`src/rtl/memory_map_pkg.sv`:
```
// Purpose: shared address map, sizes and loader state encoding for memory_system.
// Ports: none (package).
package memory_map_pkg;

  localparam int unsigned DATA_W     = 8;
  localparam int unsigned ADDR_W     = 8;
  localparam int unsigned NUM_PORTS  = 4;
  localparam int unsigned PORT_BUS_W = NUM_PORTS * DATA_W;
  localparam int unsigned PROG_DEPTH = 128;
  localparam int unsigned RAM_DEPTH  = 96;
  localparam int unsigned MEM_IDX_W  = 7;
  localparam int unsigned PORT_IDX_W = 2;

  localparam logic [ADDR_W-1:0] PROG_BASE  = 8'h00;
  localparam logic [ADDR_W-1:0] PROG_LIMIT = 8'h7F;
  localparam logic [ADDR_W-1:0] RAM_BASE   = 8'h80;
  localparam logic [ADDR_W-1:0] RAM_LIMIT  = 8'hDF;
  localparam logic [ADDR_W-1:0] OUT_BASE   = 8'hE0;
  localparam logic [ADDR_W-1:0] OUT_LIMIT  = 8'hE3;
  localparam logic [ADDR_W-1:0] IN_BASE    = 8'hF0;
  localparam logic [ADDR_W-1:0] IN_LIMIT   = 8'hF3;

  // Last program address the loader may write; the counter saturates here.
  localparam logic [MEM_IDX_W-1:0] LOAD_CNT_MAX = 7'h7F;

  typedef enum logic [1:0] {
    S_LOAD    = 2'd0,
    S_RELEASE = 2'd1,
    S_RUN     = 2'd2
  } load_state_t;

endpackage

```
`src/rtl/sync_2ff.sv`:
```
// Purpose: two-flop synchronizer for signals asynchronous to clk.
// Ports: clk, reset (sync, active-high), i_d (async input), o_q (synchronized output).
module sync_2ff #(
  parameter int unsigned WIDTH = 1
) (
  input  logic             clk,
  input  logic             reset,
  input  logic [WIDTH-1:0] i_d,
  output logic [WIDTH-1:0] o_q
);

  logic [WIDTH-1:0] r_meta;
  logic [WIDTH-1:0] r_sync;

  always_ff @(posedge clk) begin
    if (reset) begin
      r_meta <= '0;
      r_sync <= '0;
    end else begin
      r_meta <= i_d;
      r_sync <= r_meta;
    end
  end

  assign o_q = r_sync;

endmodule

```
`src/rtl/memory_system.sv`:
```
// Purpose: CPU-side memory/I-O responder with program memory, data RAM,
//          output ports, synchronized input ports and a boot loader.
// Ports: clk, reset (sync, active-high)
//        address/to_memory/write -> from_memory : CPU bus, 1-cycle registered read
//        cpu_reset                              : holds the CPU in reset until loaded
//        load_valid/load_data/load_last -> load_ready : loader byte stream
//        port_in (async) / port_out (registered): four 8-bit ports each
module memory_system
  import memory_map_pkg::*;
#(
  parameter bit BOOT_LOAD = 1'b1
) (
  input  logic                  clk,
  input  logic                  reset,
  input  logic [ADDR_W-1:0]     address,
  input  logic [DATA_W-1:0]     to_memory,
  input  logic                  write,
  output logic [DATA_W-1:0]     from_memory,
  output logic                  cpu_reset,
  input  logic                  load_valid,
  input  logic [DATA_W-1:0]     load_data,
  input  logic                  load_last,
  output logic                  load_ready,
  input  logic [PORT_BUS_W-1:0] port_in,
  output logic [PORT_BUS_W-1:0] port_out
);

  load_state_t r_state;
  load_state_t w_next_state;

  logic [DATA_W-1:0]     r_prog [PROG_DEPTH];
  logic [DATA_W-1:0]     r_ram  [RAM_DEPTH];
  logic [MEM_IDX_W-1:0]  r_load_cnt;
  logic [DATA_W-1:0]     r_from_memory;
  logic [PORT_BUS_W-1:0] r_port_out;
  logic                  r_cpu_reset;
  logic                  r_load_ready;

  logic [PORT_BUS_W-1:0] w_port_sync;
  logic                  w_load_fire;
  logic                  w_is_prog;
  logic                  w_is_ram;
  logic                  w_is_out;
  logic                  w_is_in;
  logic [MEM_IDX_W-1:0]  w_prog_idx;
  logic [MEM_IDX_W-1:0]  w_ram_idx;
  logic [PORT_IDX_W-1:0] w_out_idx;
  logic [PORT_IDX_W-1:0] w_in_idx;
  logic [DATA_W-1:0]     w_rd_data;
  logic                  w_cpu_wr;
  logic                  w_wr_ram;
  logic                  w_wr_out;

  sync_2ff #(
    .WIDTH (PORT_BUS_W)
  ) u_port_in_sync (
    .clk   (clk),
    .reset (reset),
    .i_d   (port_in),
    .o_q   (w_port_sync)
  );

  // Address decode and read mux.
  always_comb begin
    w_is_prog  = (address <= PROG_LIMIT);
    w_is_ram   = (address >= RAM_BASE) && (address <= RAM_LIMIT);
    w_is_out   = (address >= OUT_BASE) && (address <= OUT_LIMIT);
    w_is_in    = (address >= IN_BASE)  && (address <= IN_LIMIT);
    w_prog_idx = MEM_IDX_W'(address - PROG_BASE);
    w_ram_idx  = MEM_IDX_W'(address - RAM_BASE);
    w_out_idx  = PORT_IDX_W'(address - OUT_BASE);
    w_in_idx   = PORT_IDX_W'(address - IN_BASE);
    w_rd_data  = '0;
    if (w_is_prog) begin
      w_rd_data = r_prog[w_prog_idx];
    end else if (w_is_ram) begin
      w_rd_data = r_ram[w_ram_idx];
    end else if (w_is_out) begin
      w_rd_data = r_port_out[{w_out_idx, 3'b000} +: DATA_W];
    end else if (w_is_in) begin
      w_rd_data = w_port_sync[{w_in_idx, 3'b000} +: DATA_W];
    end
  end

  // CPU writes only take effect while running and outside reset.
  assign w_cpu_wr = write && (r_state == S_RUN) && !reset;
  assign w_wr_ram = w_cpu_wr && w_is_ram;
  assign w_wr_out = w_cpu_wr && w_is_out;

  // Loader state register.
  always_ff @(posedge clk) begin
    if (reset) begin
      r_state <= BOOT_LOAD ? S_LOAD : S_RELEASE;
    end else begin
      r_state <= w_next_state;
    end
  end

  // Loader next-state logic.
  always_comb begin
    w_next_state = r_state;
    w_load_fire  = 1'b0;
    case (r_state)
      S_LOAD: begin
        w_load_fire = load_valid;
        if (load_valid && (load_last || (r_load_cnt == LOAD_CNT_MAX))) begin
          w_next_state = S_RELEASE;
        end
      end
      S_RELEASE: w_next_state = S_RUN;
      S_RUN:     w_next_state = S_RUN;
      default:   w_next_state = S_RUN;
    endcase
  end

  // Registered handshake/CPU-reset outputs track the state being entered.
  always_ff @(posedge clk) begin
    if (reset) begin
      r_cpu_reset  <= 1'b1;
      r_load_ready <= BOOT_LOAD;
    end else begin
      r_cpu_reset  <= (w_next_state != S_RUN);
      r_load_ready <= (w_next_state == S_LOAD);
    end
  end

  // Load counter saturates at the top program address.
  always_ff @(posedge clk) begin
    if (reset) begin
      r_load_cnt <= '0;
    end else if (w_load_fire && (r_load_cnt != LOAD_CNT_MAX)) begin
      r_load_cnt <= r_load_cnt + MEM_IDX_W'(1);
    end
  end

  // Arrays keep their contents across reset.
  always_ff @(posedge clk) begin
    if (w_load_fire && !reset) begin
      r_prog[r_load_cnt] <= load_data;
    end
    if (w_wr_ram) begin
      r_ram[w_ram_idx] <= to_memory;
    end
  end

  // Output port registers.
  always_ff @(posedge clk) begin
    if (reset) begin
      r_port_out <= '0;
    end else if (w_wr_out) begin
      r_port_out[{w_out_idx, 3'b000} +: DATA_W] <= to_memory;
    end
  end

  // Read data register; write-first on writable addresses.
  always_ff @(posedge clk) begin
    if (reset || (r_state != S_RUN)) begin
      r_from_memory <= '0;
    end else if (write && (w_is_ram || w_is_out)) begin
      r_from_memory <= to_memory;
    end else begin
      r_from_memory <= w_rd_data;
    end
  end

  assign from_memory = r_from_memory;
  assign port_out    = r_port_out;
  assign cpu_reset   = r_cpu_reset;
  assign load_ready  = r_load_ready;

endmodule

```
`config.mk`:
```
export PLATFORM = sky130hd
export DESIGN_NAME = memory_system
export DESIGN_NICKNAME = d
export VERILOG_FILES = /design/src/rtl/memory_map_pkg.sv /design/src/rtl/sync_2ff.sv /design/src/rtl/memory_system.sv
export SDC_FILE = /design/constraint.sdc
export NUM_CORES = 2
export LEC_CHECK = 0
export ABC_AREA = 0
export CORE_UTILIZATION = 40
export DETAILED_ROUTE_END_ITERATION = 6
export PLACE_DENSITY = 0.64
export SLEW_MARGIN = 20
export SYNTH_ARGS = -nofsm -noshare
export SYNTH_HDL_FRONTEND = slang
export SYNTH_SLANG_ARGS = --single-unit
```
`constraint.sdc`:
```
create_clock -name clk -period 4.4 [get_ports clk]
set_clock_uncertainty 0.2 [all_clocks]
set_input_delay 0.88 -clock clk [delete_from_list [all_inputs] [get_ports clk]]
set_output_delay 0.88 -clock clk [all_outputs]
set_load 0.02 [all_outputs]
```
After elaboration in Yosys (flattened, before gate mapping)
Memories as Yosys holds them, arrays and structs flattened. Index checks and enable logic that the tools add are counted.

Bits in registers: 115. Bits in writable memories: 1792. Input port bits: 61. Word-level logic and storage cells: 61. Memories kept: 2.

Add/sub/neg operators: 5. Order comparisons: 7. Equality and inequality tests: 5. Shifts and indexed selects: 4. Muxes and demuxes: 13. Reduce and logical (&&, ||, !) cells: 17.

Memory list: r_prog (depth 128, width 8, rd ports 1, clocked after Yosys merged registers in 0, wr ports 1, RTL line memory_system.sv:31) `logic [DATA_W-1:0] r_prog [PROG_DEPTH];`; r_ram (depth 96, width 8, rd ports 1, clocked after Yosys merged registers in 0, wr ports 1, RTL line memory_system.sv:32) `logic [DATA_W-1:0] r_ram [RAM_DEPTH];`.

Operators with widths (number): 32-bit by 6-bit variable part select with 8-bit output (2); 8-bit two-way mux (5); 32-bit bitwise mux (1); 8-bit by 7-bit variable shift with 32-bit output, first input constant (1); 8-bit by 7-bit variable part select with 32-bit output (1); 8-bit greater-or-equal comparator, second input constant (3); 8-bit <= comparator, second input constant (3); 1-bit logical AND (11); 8-bit by 7-bit <= comparator with 1-bit output, second input constant (1); 7-bit by 1-bit adder with 7-bit output, second input constant (1); 7-bit == test, second input constant (1); 7-bit != test, second input constant (1); 5-bit negator with 7-bit output (1); 7-bit by 1-bit subtractor with 7-bit output, second input constant (1); 1-bit two-way mux (5); 2-bit logical NOT (2); 2-bit two-way mux (2); 2-bit != test, second input constant (2); 2-bit by 1-bit subtractor with 2-bit output, second input constant (2); 1-bit logical OR (3); 2-bit == test, second input constant (1); 1-bit logical NOT (1).

Longest topological paths before layout
Depth in word-level cells: 7. Gate-level depth with buffers: 14. Gate-level depth less buffers: 8.

Cells and area by module
From an unflattened synthesis, not the netlist that was laid out.

Cells, all modules: 4407. Area, all modules: 73727.0 µm².

By module, submodules not included: memory_system (times used 1, cells an instance 4272, area each 71808.9 µm²); sync_2ff (times used 1, cells an instance 135, area each 1918.1 µm²).

Worst setup path before layout
Ideal clock, no wire load.

Path type: input to register. Start point: input address[0]. End point: memory r_ram[24][0] (enable). Data arrival time: 2.755 ns. Data required time: 3.830 ns. Path slack: 1.075 ns. Stages on the path: 9. Cells stage by stage: buf_6 > buf_6 > nor3_4 > buf_2 > buf_2 > buf_2 > nand2_1 > clkbuf_1 > nor2_1.

Word-level cells in the longest chain between the ends: 5. Elaborated cells on any way between the ends: 7. Those cells by class: 1 x add/sub; 2 x order compare; 2 x mux; 2 x reduce/logical.

RTL lines: start, declared (RTL line memory_system.sv:15) `input logic [ADDR_W-1:0] address,`; 8-bit greater-or-equal comparator / 8-bit <= comparator (equally long branches) (RTL line memory_system.sv:66) `w_is_ram = (address >= RAM_BASE) && (address <= RAM_LIMIT);`; 1-bit logical AND (RTL line memory_system.sv:66); 1-bit logical AND (RTL line memory_system.sv:87) `assign w_wr_ram = w_cpu_wr && w_is_ram;`; 1-bit two-way mux (RTL line memory_system.sv:141) `if (w_wr_ram) begin`; 1-bit two-way mux (not written as such) (RTL line memory_system.sv:142) `r_ram[w_ram_idx] <= to_memory;`; end, declared (RTL line memory_system.sv:32).

Parallel ways exist; a longest one is shown, timed or not.

Worst setup path in the final report
Start point: input address[6]. End point: register r_from_memory[6], in the netlist from_memory[6].

Word-level cells in the longest chain between the ends: 7. Elaborated cells on any way between the ends: 20. Those cells by class: 1 x add/sub; 7 x order compare; 5 x mux; 5 x reduce/logical; 2 x memory.

RTL lines: parallel branches: the longest is 6 deep, another holds memory read 96 x 8 bit; 8-bit two-way mux * (RTL line memory_system.sv:159) `end else if (write && (w_is_ram || w_is_out)) begin`; end signal, assigned (RTL line memory_system.sv:160) `r_from_memory <= to_memory;`; end signal, assigned (RTL line memory_system.sv:162) `r_from_memory <= w_rd_data;`; end, declared (RTL line memory_system.sv:34) `logic [DATA_W-1:0] r_from_memory;`.

Mark *: on every way between the ends. A chain may end at the register's enable or synchronous reset.

==> results.cfg <==
[finish]
drive_gt1_share_pct = 20.6
final_common_cell = edfxtp_1
fillCellCount = 15400
syn2layout_area_growth_pct = 17.2
fin_nets = 4982
mostFrequentLayoutCells = 1,792 x edfxtp_1, 485 x buf_4, 340 x nor2_1
ff_latch_area_um2 = 56100
multi_input_area_um2 = 16100

[power_and_ir_drop]
switching_share_pct = 22.4
switchingPower_w = 0.00849
powerDensity_nw_per_um2 = 437
p_int_w = 0.0293
seqPwrFrac_pct = 52.5
leakage_nw = 28.2
peakVddDrop_uv = 352
power_frac_clock_pct = 41.3
pwr-share-comb_pct = 6.1

[sta]
whs_ns = 0.193
grt_setup_unrepaired = no
min_period_over_period_pct = 80.6
finalSetupViolations = 0
hold_violations = 0
worstMarginPinSlew_ns = 1.15
drv_slew = 0
fin_crit_ns = 3.55
fin_tns_setup_ns = 0
timing.fmax_ghz = 0.282
maxSlewHeadroom_pct = 23.0
fin_ws_ns = 0.853

[global_route]
track_usage_pct = 25.3
grt_pass1_wl_um = 335000
antenna_found_initial = 7
grt_pass1_vias = 44300
grt_overflow = 0
grt_max_degree = 102

[setup_path]
crit_type = input pin to register
path_max_fanout = 6
worstSetupEndpointType = register
rr_endpoint = r_prog[37][6]
slowest_stage = a31oi_1
ff2ff_setup_slack_ns = 0.95
r2r_cells = 6
worstPathRequired_ns = 4.95
crit_arrival_ns = 4.09
crit_top_cell = a31oi_1
crit_end = from_memory[6]
max_stage_delay_ns = 0.69
r2r-start = r_state[0]
path_cells = clkdlybuf4s50_1 -> inv_1 -> nor2_1 -> buf_4 -> nand2_1 -> a31oi_1 -> nor4_1 -> a41oi_1 -> a31oi_1 -> a21oi_1
cp-start-kind = input pin
cp-startpoint = address[6]

[synth]
synth-async-reset-ratio_pct = 0
synth.ff_latch_count = 1907
ys.flop_type = edfxtp_1
synth_area_leader_cell = edfxtp_1
ys_types = 84
ys_top_cells_by_area = edfxtp_1 73%, dfxtp_1 3.1%, mux2i_1 2.6%
netlist_area_um2 = 73900
yosysWarnings = 0
synth_nets = 4494
seq_area_frac_synth_pct = 75.9
synth_edf_count = 1792
syn_area_per_cell_um2 = 16.7
synthesis.instances = 4427
synth_top_area_share_pct = 72.8

[clocking]
ctsResizeCount = 0
htreeDepth = 4
post-cts-setup-buffers = 0
path_clk_slew_ns = 0.06
cts_buffers = 183
insertion_delay_ns = 0.83
cts-root-buf = clkbuf_16
cts_hold_buf = 0
cts_tree = done
clockBufferDepth = 3
cts_sinks = 1907

[die]
die_width_um = 432
ios = 103
die_y_um = 432
core_um2 = 183000
die_area_um2 = 186000
start_util_pct = 40.3
rows = 157

[route]
routed_via_density = 6.14
wl_per_cell_um = 31.9
drt_iter0_drc = 7222
ant_nets = 0
route.vias.total = 46200
drc = 0
first_pass_iters = 6
drt-total-wl_um = 240000

[placed_design]
numPortBuffers = 102
dp_hpwl_um = 153000
routabilityCongestion = 0.982
pre_cts_ws_ns = 0.181

[job]
drv_cap = 0

[status]
status = finished clean

[worst_hold_path]
hp-class = input pin to register
## cell type report
cell class	instances	share of cell area, %
diodes	4	0.0116
clock inverters	91	1.05
repair buffers	617	6.25
clock buffers	237	5.77
flip-flops and latches	1907	64.8
multi-input cells	2194	18.5
well taps	2464	3.56
inverters	12	0.0578
## stage by stage
stage,instances,total power (W),utilization [%],instance area (um^2)
after CTS,7522,0.0379,47.3,86600
after global routing,7523,0.0387,47.3,86600
final,7526,0.0378,47.3,86600
after global placement,7193,0.0225,44.0,80700
after floorplan,4427,0.0213,-,73900
after detailed placement,7194,0.0225,44.0,80700
## power groups by stage
stage | logic, W | clock network, W | registers [W]
after floorplan | 0.00100 | 0 | 0.0203
after global placement | 0.00224 | 0 | 0.0203
after detailed placement | 0.00226 | 0 | 0.0203
after CTS | 0.00226 | 0.0157 | 0.0199
after global routing | 0.00237 | 0.0164 | 0.0199
final | 0.00232 | 0.0156 | 0.0199
## flip-flops by register name (all words and copies together), names as in the netlist
signal	flops
u_port_in_sync.r_meta	32
r_state	2
from_memory	8
port_out	32
r_ram	768
r_prog	1024
u_port_in_sync.o_q	32
r_load_cnt	7
load_ready	1
cpu_reset	1
## worst min path at each step
stage | start | end | slack (ns) | cells past startpoint
after global routing | reset | r_load_cnt[0] | 0.17 | 2
after detailed placement | u_port_in_sync.r_meta[29] | u_port_in_sync.o_q[29] | 0.22 | 1
after CTS | reset | r_load_cnt[2] | 0.15 | 2
after global placement | u_port_in_sync.r_meta[18] | u_port_in_sync.o_q[18] | 0.22 | 1
final | reset | r_load_cnt[2] | 0.19 | 2
after floorplan | u_port_in_sync.r_meta[0] | u_port_in_sync.o_q[0] | 0.21 | 1
## worst max-delay path, delay by kind of cell
kind            cells  cell delay (ns)
compound gates      4             1.53
simple gates        3             0.70
buf+inv             3             0.97
## synthesized netlist by cell type (all sizes together) (100+ instances only)
library cell  instances
a21oi               202
a221oi              178
a22oi               178
buf                 214
clkbuf              100
dfxtp               115
edfxtp             1792
mux2                132
mux2i               195
nand2               187
nor2                344
o21ai               102
## kinds of logic after synthesis
family / Yosys count / share of synthesized area (%)
flip-flops: 1907 / 75.9
AO/OA/AOI/OAI: 1036 / 10.3
AND/OR/NAND/NOR: 759 / 4.59
buffers and inverters: 326 / 2.47
adder cells (fa/ha/maj): 6 / 0.102
XOR/XNOR: 5 / 0.0593
multiplexers: 388 / 6.53
## per-layer routing
layer	track usage, %	wire length, um	vias to the layer above
li1	-	-	18800
met1	34.1	90600	23500
met2	38.7	108000	3292
met3	5.92	28200	599
met4	12.2	12700	10
met5	0	69	-
(Power assumes the default switching activity.)
